File: src/rtl/player_lives_hud.sv
// Lives counter with post-death grace/blink window and a row of life icons for the VGA mux.
// Icon hits come from one fixed-position comparator per icon, so no divider is needed.

module player_life_icon #(
    parameter int X0     = 128,
    parameter int Y0     = 128,
    parameter int ICON_W = 32,
    parameter int ICON_H = 32
) (
    input  logic [10:0] pixelX,
    input  logic [10:0] pixelY,
    output logic        hit
);
    // Interior only: the 1-pixel border ring of the icon is transparent.
    always_comb begin
        hit = (int'(pixelX) > X0) && (int'(pixelX) < X0 + ICON_W - 1) &&
              (int'(pixelY) > Y0) && (int'(pixelY) < Y0 + ICON_H - 1);
    end
endmodule

module player_lives_hud #(
    parameter int          MAX_LIVES    = 5,
    parameter int          INIT_LIVES   = 3,
    parameter int          ICON_W       = 32,
    parameter int          ICON_H       = 32,
    parameter int          ICON_GAP     = 4,
    parameter int          TOP_LEFT_X   = 128,
    parameter int          TOP_LEFT_Y   = 128,
    parameter int          GRACE_FRAMES = 60,
    parameter int          BLINK_HALF   = 8,
    parameter logic [11:0] LIFE_RGB     = 12'hF00
) (
    input  logic                               clk,
    input  logic                               reset,
    input  logic                               startOfFrame,
    input  logic                               player_died,
    input  logic                               extra_life,
    input  logic                               new_game,
    input  logic [10:0]                        pixelX,
    input  logic [10:0]                        pixelY,
    output logic                               player_life_dr,
    output logic [11:0]                        player_life_RGB,
    output logic [$clog2(MAX_LIVES+1)-1:0]     lives_count,
    output logic                               invuln,
    output logic                               no_lives
);
    localparam int LW = $clog2(MAX_LIVES + 1);
    localparam int GW = $clog2(GRACE_FRAMES + 1);
    localparam int BW = $clog2(BLINK_HALF + 1);

    typedef enum logic [1:0] {ALIVE, GRACE, GAME_OVER} state_t;

    state_t          state, stateNext;
    logic [LW-1:0]   lives, livesNext, livesInc;
    logic [GW-1:0]   graceCnt, graceCntNext;
    logic [BW-1:0]   blinkCnt, blinkCntNext;
    logic            blinkPhase, blinkPhaseNext;

    always_ff @(posedge clk) begin
        if (reset) begin
            state      <= ALIVE;
            lives      <= LW'(INIT_LIVES);
            graceCnt   <= '0;
            blinkCnt   <= '0;
            blinkPhase <= 1'b0;
        end else begin
            state      <= stateNext;
            lives      <= livesNext;
            graceCnt   <= graceCntNext;
            blinkCnt   <= blinkCntNext;
            blinkPhase <= blinkPhaseNext;
        end
    end

    always_comb begin
        livesInc       = (lives == LW'(MAX_LIVES)) ? lives : lives + LW'(1);
        stateNext      = state;
        livesNext      = lives;
        graceCntNext   = graceCnt;
        blinkCntNext   = blinkCnt;
        blinkPhaseNext = blinkPhase;
        if (new_game) begin
            stateNext      = ALIVE;
            livesNext      = LW'(INIT_LIVES);
            graceCntNext   = '0;
            blinkCntNext   = '0;
            blinkPhaseNext = 1'b0;
        end else begin
            case (state)
                ALIVE: begin
                    if (player_died) begin
                        // A same-cycle extra life cancels the decrement.
                        livesNext = extra_life ? lives : lives - LW'(1);
                        if (lives > LW'(1)) begin
                            stateNext      = GRACE;
                            graceCntNext   = '0;
                            blinkCntNext   = '0;
                            blinkPhaseNext = 1'b1;
                        end else begin
                            stateNext = GAME_OVER;
                        end
                    end else if (extra_life) begin
                        livesNext = livesInc;
                    end
                end
                GRACE: begin
                    if (extra_life)
                        livesNext = livesInc;
                    if (startOfFrame) begin
                        if (graceCnt == GW'(GRACE_FRAMES - 1)) begin
                            stateNext      = ALIVE;
                            graceCntNext   = '0;
                            blinkCntNext   = '0;
                            blinkPhaseNext = 1'b0;
                        end else begin
                            graceCntNext = graceCnt + GW'(1);
                            if (blinkCnt == BW'(BLINK_HALF - 1)) begin
                                blinkCntNext   = '0;
                                blinkPhaseNext = ~blinkPhase;
                            end else begin
                                blinkCntNext = blinkCnt + BW'(1);
                            end
                        end
                    end
                end
                default: ;
            endcase
        end
    end

    always_comb begin
        lives_count = lives;
        invuln      = (state == GRACE);
        no_lives    = (state == GAME_OVER);
    end

    logic [MAX_LIVES-1:0] iconHit, iconOn;
    logic                 drNext;

    for (genvar i = 0; i < MAX_LIVES; i++) begin : gIcon
        player_life_icon #(
            .X0    (TOP_LEFT_X + i * (ICON_W + ICON_GAP)),
            .Y0    (TOP_LEFT_Y),
            .ICON_W(ICON_W),
            .ICON_H(ICON_H)
        ) uIcon (
            .pixelX(pixelX),
            .pixelY(pixelY),
            .hit   (iconHit[i])
        );
        // The icon just lost stays visible on the blink-on half of grace.
        assign iconOn[i] = (i < int'(lives)) ||
                           ((state == GRACE) && blinkPhase && (i == int'(lives)));
    end

    assign drNext = |(iconHit & iconOn);

    always_ff @(posedge clk) begin
        if (reset) begin
            player_life_dr  <= 1'b0;
            player_life_RGB <= '0;
        end else begin
            player_life_dr  <= drNext;
            player_life_RGB <= drNext ? LIFE_RGB : 12'h000;
        end
    end
endmodule

File: config.mk
export PLATFORM = sky130hd
export DESIGN_NAME = player_lives_hud
export DESIGN_NICKNAME = d
export VERILOG_FILES = /design/src/rtl/player_lives_hud.sv
export SDC_FILE = /design/constraint.sdc
export NUM_CORES = 1
export LEC_CHECK = 0
export CAP_MARGIN = 25
export CORE_ASPECT_RATIO = 0.9
export CORE_UTILIZATION = 40
export CTS_CLUSTER_SIZE = 40
export DETAILED_ROUTE_END_ITERATION = 6
export GPL_ROUTABILITY_DRIVEN = 0
export PLACE_DENSITY = 0.74
export RECOVER_POWER = 100
export SYNTH_ARGS = -nofsm -noshare
export SYNTH_HDL_FRONTEND = slang
export SYNTH_SLANG_ARGS = --single-unit
File: constraint.sdc
create_clock -name clk -period 2.5 [get_ports clk]
set_input_delay 0.375 -clock clk [delete_from_list [all_inputs] [get_ports clk]]
set_output_delay 0.375 -clock clk [all_outputs]
set_load 0.01 [all_outputs]
# After elaboration in Yosys (flattened, before gate mapping)

Cells that the tools add are included.

Bits in registers: 29
Bits in latches: 0
Bits in writable memories: 0
Memory bits (read-only): 0
Bits of input ports: 28
Output and inout bits: 18
Logic and storage cells: 109
Memories: 0

Add/subtract/negate cells: 4
Multipliers: 0
Divide/modulo/power cells: 0
Order comparisons: 18
Eq/ne operators: 15
Shifts and indexed selects: 0
Mux-type cells: 28
Bitwise logic cells: 2
Reduce and logical (&&, ||, !) cells: 35

Operators by type and width:

| operator                                                                          | count |
|---|---|
| 11-bit by 8-bit greater-than comparator with 1-bit output (second input constant) | 5 |
| 11-bit by 8-bit < comparator with 1-bit output (second input constant)            | 4 |
| 6-bit 2-to-1 mux                                                                  | 4 |
| 11-bit by 9-bit < comparator with 1-bit output (second input constant)            | 2 |
| 1-bit logical AND                                                                 | 21 |
| 4-bit 2-to-1 mux                                                                  | 5 |
| 12-bit 2-to-1 mux                                                                 | 1 |
| 3-bit 2-to-1 mux                                                                  | 4 |
| 6-bit one-hot mux with 2 select lines                                             | 1 |
| 11-bit by 9-bit greater-than comparator with 1-bit output (second input constant) | 1 |
| 3-bit equality test (first input constant)                                        | 3 |
| 2-bit 2-to-1 mux                                                                  | 4 |
| 4-bit one-hot mux with 2 select lines                                             | 1 |
| 4-bit AND reduction                                                               | 2 |
| 6-bit by 1-bit adder with 6-bit output (second input constant)                    | 1 |
| 6-bit equality test (second input constant)                                       | 1 |
| 1-bit by 3-bit < comparator with 1-bit output (first input constant)              | 2 |
| 2-bit by 3-bit < comparator with 1-bit output (first input constant)              | 2 |
| 2-bit inequality test (second input constant)                                     | 3 |
| 3-bit one-hot mux with 2 select lines                                             | 1 |
| 5-bit bitwise AND                                                                 | 1 |
| 1-bit logical OR                                                                  | 5 |
| 1-bit 2-to-1 mux                                                                  | 5 |
| 5-bit AND reduction                                                               | 1 |
| 22 further kinds                                                                  | 22 |

# Logic depth before layout (Yosys ltp)

Gate-level depths: netlist of the first run.

Word-level depth: 7
Depth in mapped cells: 8
Gate-level depth less buffers: 7

# By module

Synthesis of the first run repeated with hierarchy kept, for this count alone.

Cell total of the unflattened synthesis: 210
Area, all modules: 1646.6 µm²

By module, submodules not included:

| module                             | times used | cells each | area an instance (µm²) | sequential area each (µm²) |
|---|---|---|---|---|
| player_lives_hud                   | 1          | 144        | 1164.9                 | 340.3 |
| player_life_icon at gIcon[2].uIcon | 1          | 14         | 107.6                  | 0.0 |
| player_life_icon at gIcon[4].uIcon | 1          | 11         | 100.1                  | 0.0 |
| player_life_icon at gIcon[3].uIcon | 1          | 14         | 97.6                   | 0.0 |
| player_life_icon at gIcon[1].uIcon | 1          | 16         | 95.1                   | 0.0 |
| player_life_icon at gIcon[0].uIcon | 1          | 11         | 81.3                   | 0.0 |

# Worst setup path before layout of the first run

OpenSTA, ideal clock, no wires.

Path kind: flip-flop to flip-flop
Start point: register lives[1] (netlist: lives_count[1])
End point: register graceCnt[4]
Arrival: 1.695 ns
Path slack: 0.680 ns
Cell stages (with the launch flop): 9
Path buffers: 1
Period minus slack after synthesis: 1.820 ns
Cell sequence: dfxtp_1 -> inv_1 -> ha_1 -> o21ba_2 -> o21ai_0 -> a21o_2 -> clkbuf_8 -> a211oi_1 -> nor3_1

Cells in the longest elaborated chain, start to end: 3

Ends and longest elaborated chain:

| element                                                  | RTL line | RTL |
|---|---|---|
| start, declared                                          | 54       | `logic [LW-1:0] lives, livesNext, livesInc;` |
| start signal, assigned                                   | 62       | `lives <= LW'(INIT_LIVES);` |
| start signal, assigned                                   | 68       | `lives <= livesNext;` |
| 3-bit by 1-bit greater-than comparator with 1-bit output | 94       | `if (lives > LW'(1)) begin` |
| 2-bit inequality test (no source line)                   | n/a      |  |
| 4-bit AND reduction (no source line)                     | n/a      |  |
| end signal, assigned                                     | 69       | `graceCnt <= graceCntNext;` |
| end, declared                                            | 55       | `logic [GW-1:0] graceCnt, graceCntNext;` |

No other way between the ends.
A chain may end at the register's enable or synchronous reset.

# Worst setup path in the final report of the first run

Start point: register state[1]
End point: output invuln

Cells in the longest elaborated chain, start to end: 1

Ends and longest elaborated chain:

| element                                        | RTL line | RTL |
|---|---|---|
| start, declared                                | 53       | `state_t state, stateNext;` |
| start signal, assigned                         | 67       | `state <= stateNext;` |
| 2-bit by 1-bit equality test with 1-bit output | 133      | `invuln = (state == GRACE);` |
| end, declared                                  | 44       | `output logic invuln,` |

No other way between the ends.

==> out/metrics.yaml, run 1 <==
floorplanning:
  row_count: 20
  core_um2: 3380
  fp.dieW_um: 64.7
  initial_utilization_pct: 41.9
  die_h_um: 58.5
  die-area_um2: 3780
  io-pin-count: 46
layout:
  area_growth_pct: 25.4
  diodes: 0
  layout_common_cells: "28 x clkdlybuf4s50_1, 17 x dfxtp_1, 15 x nand2_1, 15 x nor2_1, 14 x a21oi_1"
  fill_cells: 342
  layout.cells.non_filler: 258
  layout_commonest_cell: "clkdlybuf4s50_1"
  drive_gt1_share_pct: 6.07
  layout.nets: 251
synthesis:
  yosys_warnings: 0
  syn_area_per_cell_um2: 7.70
  syn_inst: 184
  synth_top_flop_cell: "dfxtp_1"
  synth_cell_type_count: 50
  ys_ff_latch: 17
  ys_seq_area_share_pct: 24.0
  syn_area_um2: 1420
  async_reset_ff_share_pct: 0
  synth-edff-count: 0
timing:
  whs_ps: 475
  rsz0062_at_grt: "false"
  setup_viol: 0
  hold_violations: 0
  timing.final.crit_share_pct: 82.7
  fmax_mhz: 484
  slew_viol_final: 0
  skew_ps: 1.33
  setup_ws_ps: 434
  timing.setup.tns_ps: 0
  layout_min_cycle_time_ps: 2070
detailed_routing:
  drc: 0
  first_iter_violations: 90
  final_antenna_net_count: 0
  routed_via_density: 5.34
  drt_pass1_iterations: 4
  wl_per_cell_um: 12.8
  vias: 1377
  wl_um: 3310
global_route:
  grt_pass1_vias: 1172
  groute.usage.overall_pct: 18.4
  antenna_found_initial: 0
  grt_max_degree: 17
  gr-total-overflow: 0
  grt_pass1_wl_um: 5400
power:
  power_frac_seq_pct: 42.5
  p_sw_mw: 0.205
  switching_share_pct: 30.5
  internal_power_mw: 0.468
  p_comb_share_pct: 23.5
  power_mw: 0.673
  p_leak_nw: 0.658
  clkPwrFrac_pct: 33.9
  ir_drop_uv: 257
  power_density_nw_per_um2: 379
placement:
  io_buffers: 37
  placedCellCount: 254
  pre_cts_slack_ps: 400
  hpwl_um: 2430
worst_hold_path:
  hold_class: "reg -> reg"
critical_path:
  path_max_fanout: 9
  crit_type: "reg -> out"
  cp-end-kind: "primary output"
  critPathArrivalTime_ps: 1690
  cp-start-kind: "register"
  critPathRequiredTime_ps: 2120
clock_network:
  path_clk_slew_ps: 80
  clk_latency_ps: 260
  hold_buffers: 0
  cts_tree: "built"
  clkSinkCount: 17
  cts_buffer_depth: 2
  cts_resized: 0
  htreeDepth: 1
  postCtsSetupRepairBufs: 0
  cts_buffers: 3
  root_buffer: "clkbuf_8"
outcome:
  status: "finished, final reports clean"
run:
  maxCapViolations: 0
## Yosys cell counts (3+ instances only)
cell | number | share of area, %
nor2_1 | 15 | 4.0
a22oi_1 | 3 | 1.6
buf_4 | 12 | 6.4
nand2_1 | 15 | 4.0
ha_1 | 8 | 7.1
inv_1 | 5 | 1.3
nand2b_1 | 3 | 1.3
a21oi_1 | 14 | 4.9
a211oi_1 | 3 | 1.6
o21ai_0 | 13 | 4.6
nand3_1 | 9 | 3.2
a31oi_1 | 6 | 2.7
nor3_1 | 8 | 2.8
nor3b_1 | 4 | 2.1
clkbuf_1 | 3 | 0.79
and3_1 | 3 | 1.3
dfxtp_1 | 17 | 24
## logic make-up (layout without fill, tap and decap cells)
kind of cell	after synthesis	count (layout)	share of synthesized area, %
buffers and inverters	24	47	11.2
DFF	17	17	24.0
AOI/OAI and AO/OA	53	53	25.0
xor gates and xnor gates	2	2	1.24
and+or+nand+nor	77	77	29.8
other	1	8	0.265
adders and majority gates	8	8	7.07
muxes	2	2	1.41
## state kept, by name, indices dropped and copies added (netlist names)
register         flops
graceCnt             6
blinkCnt             4
lives_count          3
state                2
blinkPhase           1
player_life_RGB      1
## worst paths after layout
check / from / cells after the start / slack, ps / endpoint
setup / recovery: state[1] / 3 / 430 / invuln
setup reg to reg: lives_count[1] / 7 / 570 / graceCnt[4]
hold / removal: graceCnt[1] / 2 / 480 / graceCnt[1]
hold reg to reg: graceCnt[1] / 2 / 480 / graceCnt[1]
## power by group through the flow
stage          sequential (mW)  clock (mW)  combinational, mW
2_1_floorplan            0.290           0             0.0975
3_3_place_gp             0.293           0              0.158
3_5_place_dp             0.293           0              0.159
4_1_cts                  0.287       0.230              0.161
5_1_grt                  0.288       0.240              0.175
6_report                 0.286       0.228              0.158
## layout make-up
| class | instances | area (um^2) | area share (%) |
|---|---|---|---|
| clock inverter | 1 | 7.51 | 0.423 |
| multi-input combinational | 150 | 935 | 52.6 |
| sequential | 17 | 340 | 19.2 |
| inverter | 6 | 27.5 | 1.55 |
| tap | 44 | 55.1 | 3.10 |
| timing repair buffer | 37 | 370 | 20.8 |
| clock buffer | 3 | 41.3 | 2.32 |
## worst max-delay path, cell delays in order, from the launching register on
cell and delay, ps:
dfxtp_1 470, nand2b_1 320, clkinv_4 130, clkdlybuf4s50_1 500
## routing by layer
metal / share of wire [%] / GRT usage (%) / vias to the layer above
met2: 44 / 28.3 / 24
met1: 50 / 25.4 / 629
met5: 0 / 0 / -
met4: 2.0 / 8.57 / 0
li1: - / - / 719
met3: 3.6 / 2.91 / 5
## stage by stage
step / instance area [um^2] / utilization [%]
floorplan: 1440 / -
global placement: 1740 / 51.4
detailed placement: 1740 / 51.4
CTS: 1790 / 52.9
global route: 1780 / 52.6
finish: 1780 / 52.6
Power figures use the tool's default switching activity.
==> run 2, diff against run 1 <==
==> constraint.sdc (replaced) <==
create_clock -name clk -period 2.2 [get_ports clk]
set_input_delay 0.33 -clock clk [delete_from_list [all_inputs] [get_ports clk]]
set_output_delay 0.33 -clock clk [all_outputs]
set_load 0.01 [all_outputs]
==> out/metrics.yaml, run 2 (same netlist as run 1, synthesis figures left out) <==
outcome:
  status: "finished, final reports clean"
global_route:
  groute.usage.overall_pct: 18.2
  grt_pass1_vias: 1165
  grt_max_degree: 17
  grt_pass1_wl_um: 5330
  antenna_found_initial: 0
  gr-total-overflow: 0
floorplanning:
  io-pin-count: 46
  row_count: 20
  fp.dieW_um: 64.7
  die_h_um: 58.5
  die-area_um2: 3780
  core_um2: 3380
  initial_utilization_pct: 41.9
placement:
  hpwl_um: 2360
  pre_cts_slack_ps: 149
  io_buffers: 37
  placedCellCount: 254
timing:
  timing.setup.tns_ps: 0
  whs_ps: 478
  layout_min_cycle_time_ps: 2000
  fmax_mhz: 500
  rsz0062_at_grt: "false"
  timing.final.crit_share_pct: 90.9
  slew_viol_final: 0
  hold_violations: 0
  setup_ws_ps: 201
  setup_viol: 0
  skew_ps: 5.78
layout:
  area_growth_pct: 25.4
  fill_cells: 311
  layout_commonest_cell: "clkdlybuf4s50_1"
  drive_gt1_share_pct: 6.07
  diodes: 0
  largest_register_ffs: 6
  regMostFlops: "graceCnt"
  layout.cells.non_filler: 258
  layout_common_cells: "28 x clkdlybuf4s50_1, 17 x dfxtp_1, 15 x nand2_1, 15 x nor2_1, 14 x a21oi_1"
  utilization_pct: 52.6
  layout.nets: 251
detailed_routing:
  top_layer: "met4"
  final_antenna_net_count: 0
  wl_met1_um: 1480
  first_iter_violations: 135
  dr_wl_met2_um: 1420
  wl_per_cell_um: 12.4
  drc: 0
  routed_via_density: 5.45
  wl_um: 3190
  wl_met3_um: 228
  drt_pass1_iterations: 4
  vias: 1406
critical_path:
  cp-start-kind: "register"
  crit_path_start: "state[1]"
  critPathRequiredTime_ps: 1870
  r2r-end: "graceCnt[2]"
  critPathArrivalTime_ps: 1670
  cp-endpoint: "invuln"
  reg2regPathDepth: 7
  crit_type: "reg -> out"
  reg2reg_setup_slack_ps: 280
  reg2reg_from: "lives_count[1]"
  cp-end-kind: "primary output"
  path_max_fanout: 9
clock_network:
  htreeDepth: 1
  clkSinkCount: 17
  root_buffer: "clkbuf_8"
  cts_resized: 0
  cts_tree: "built"
  clk_latency_ps: 270
  cts_buffers: 3
  hold_buffers: 0
  postCtsSetupRepairBufs: 0
  cts_buffer_depth: 2
  path_clk_slew_ps: 80
power:
  p_comb_share_pct: 23.5
  internal_power_mw: 0.531
  ir_drop_uv: 205
  power_density_nw_per_um2: 428
  p_sw_mw: 0.229
  p_leak_nw: 0.658
  clkPwrFrac_pct: 33.7
  switching_share_pct: 30.1
  power_frac_seq_pct: 42.8
run:
  maxCapViolations: 0
worst_hold_path:
  hold_class: "reg -> reg"
-- run 2: cell counts in the layout (fill, tap and decap cells not counted) --
No cell type changed its count.
-- run 2: layout make-up --
class / count / area [um^2] / area share, %
clock buffers: 3 / 41.3 / 2.32
clock inverters: 1 / 7.51 / 0.423
inverters: 6 / 27.5 / 1.55
multi-input cells: 150 / 935 / 52.6
flip-flops and latches: 17 / 340 / 19.2
well taps: 44 / 55.1 / 3.10
repair buffers: 37 / 370 / 20.8
-- run 2: routing by layer --
metal	vias up	GRT usage, %
met1	633	25.6
met4	0	8.57
met2	52	27.2
met5	-	0
li1	716	-
met3	5	2.91
-- run 2: metrics by stage --
step / power, mW / cell area (um^2)
floorplan: 0.441 / 1440
global placement: 0.512 / 1740
detailed placement: 0.514 / 1740
CTS: 0.774 / 1790
global route: 0.802 / 1780
finish: 0.760 / 1780
-- run 2: power by group through the flow --
| stage | Combinational [mW] | Sequential, mW | Clock (mW) |
|---|---|---|---|
| after global placement | 0.179 | 0.333 | 0 |
| after detailed placement | 0.181 | 0.333 | 0 |
| after global routing | 0.198 | 0.327 | 0.278 |
| after floorplan | 0.111 | 0.330 | 0 |
| final | 0.179 | 0.325 | 0.256 |
| after CTS | 0.183 | 0.326 | 0.266 |
-- run 2: how the worst min path moves through the flow --
stage | start | end | slack [ps] | depth (start not counted)
finish | graceCnt[1] | graceCnt[1] | 480 | 2
global route | graceCnt[1] | graceCnt[1] | 500 | 2
CTS | graceCnt[1] | graceCnt[1] | 480 | 2
detailed placement | graceCnt[1] | graceCnt[1] | 470 | 2
global placement | graceCnt[1] | graceCnt[1] | 460 | 2
floorplan | startOfFrame | state[0] | 440 | 1
-- run 2: critical path, cell delays in order, from the launching register on --
cell and delay [ps]:
dfxtp_1 460, nand2b_1 310, clkinv_4 130, clkdlybuf4s50_1 500
==> variant (flow settings as in run 2) <==
Take the reset off `player_life_RGB` and load it in a clocked block of its own.
--- a/src/rtl/player_lives_hud.sv
+++ b/src/rtl/player_lives_hud.sv
@@ -158,11 +158,13 @@
     always_ff @(posedge clk) begin
         if (reset) begin
             player_life_dr  <= 1'b0;
-            player_life_RGB <= '0;
         end else begin
             player_life_dr  <= drNext;
-            player_life_RGB <= drNext ? LIFE_RGB : 12'h000;
         end
+    end
+
+    always_ff @(posedge clk) begin
+        player_life_RGB <= drNext ? LIFE_RGB : 12'h000;
     end
 endmodule
 
Behaviour: differs if reset is asserted again (counterexample within 4 cycles, from zero or initial values and one cycle with reset high); with reset held inactive, the same outputs for 10 cycles.
==> variant against run 2 <==
Largest cell class unchanged; critical path type is now register to register; setup slack improved by 0.013 ns; wire length down 1.3%; sequential cell count increased by 1; die area up 0.42%; register-to-register slack got worse by 0.07 ns; total power grew 8.7%; global-route usage decreased by 0.70 points; cell area is 4.0% higher; area after synthesis rose by 0.44%.
==> variant: results (changes against run 2) <==
| Metric | Value |
|---|---|
| Pleak | `0.000701 µW (was 0.000658 µW)` |
| Outcome | `finished clean (unchanged)` |
| Multi-input combinational area share | `49.6% (was 52.6%)` |
| Clock buf count | `4 (was 3)` |
| Reg-to-Reg End | `graceCnt[4] (was graceCnt[2])` |
| WL/cell | `12.0 µm (was 12.4 µm)` |
| P_clk | `274 µW (was 256 µW)` |
| Clock-cell share | `2.98% (was 2.75%)` |
| Switching share of power | `27.5% (was 30.1%)` |
| Layout Skew | `0.00209 ns (was 0.00578 ns)` |
| All-layer global routing usage | `17.5% (was 18.2%)` |
| Met1 Use GR | `24.9% (was 25.6%)` |
| Post-Route M1 WL | `1540 µm (was 1480 µm)` |
| Seq/Total Area, Yosys | `25.3% (was 24.0%)` |
| Routed length on met3 | `208 µm (was 228 µm)` |
| Sequential Power Share | `42.0% (was 42.8%)` |
| DP Worst Slack | `0.0113 ns (was 0.149 ns)` |
| Placed insts | `259 (was 254)` |
| Post-synth cell types | `55 (was 50)` |
| DP Wirelength | `2370 µm (was 2360 µm)` |
| Reg2Reg Setup Slack | `0.21 ns (was 0.28 ns)` |
| Max VDD drop | `0.000406 V (was 0.000205 V)` |
| Filler cells | `322 (was 311)` |
| CP arrival | `2.18 ns (was 1.67 ns)` |
| Via count | `1,403 (was 1,406)` |
| Sequential share of cell area | `19.5% (was 19.2%)` |
| Share of layout cells above drive strength 1 | `11.0% (was 6.07%)` |
| Top area cells in the synthesized netlist | `dfxtp_1 25%, ha_1 7.0%, buf_4 5.8% (was dfxtp_1 24%, ha_1 7.1%, buf_4 6.4%)` |
| Number of synthesized register bits | `18 (was 17)` |
| Pin count of the biggest net entering global routing | `11 (was 17)` |
| Multi-Input Combinational | `143 (was 150)` |
| Syn_area_per_cell | `7.77 µm² (was 7.70 µm²)` |
| Area after DPL | `1810 µm² (was 1740 µm²)` |
| Area of the multi-input gates | `917 µm² (was 935 µm²)` |
| Global-route wire length before repair | `5180 µm (was 5330 µm)` |
| Post-synth top cells | `18 x dfxtp_1, 18 x nor2_1, 15 x nand2_1 (was 17 x dfxtp_1, 15 x nand2_1, 15 x nor2_1)` |
| Nonclk inv count | `9 (was 6)` |
| Worst skew pair latency | `0.25 ns (was 0.27 ns)` |
| CP delay by family, top | `compound AO/OA/AOI/OAI gates (was buffers and inverters)` |
| GR met2 Demand/Resource | `26.0% (was 27.2%)` |
| Met3 Usage GRT | `4.46% (was 2.91%)` |
| Via/cell ratio | `5.33 (was 5.45)` |
| Non-clk bufs | `45 (was 37)` |
| Initial DRC count | `111 (was 135)` |
| Met2 wire length | `1380 µm (was 1420 µm)` |
variant: cells by family after synthesis:
family | after synthesis | share of synthesized area, %
xor+xnor | 5 | 3.08
flops | 18 | 25.3
simple gates | 72 | 27.4
compound gates | 49 | 24.7
other cells | 1 | 0.264
mux | 1 | 0.704
fa+ha+maj | 8 | 7.04
buf+inv | 29 | 11.4
variant: worst min-delay path, delay by kind of cell (launching register included):
kind	cells	cell delay, ns
and+or+nand+nor	1	0.06
AOI/OAI and AO/OA	1	0.05
DFF	1	0.33
variant: worst max path at each step:
stage,from,endpoint,slack [ns]
after global routing,lives_count[1],graceCnt[2],0.04
after CTS,lives_count[0],player_life_dr,0.19
final,lives_count[1],graceCnt[4],0.21
after global placement,pixelX[1],player_life_dr,0.09
after floorplan,lives_count[1],graceCnt[3],0.42
after detailed placement,pixelX[3],player_life_dr,0.01
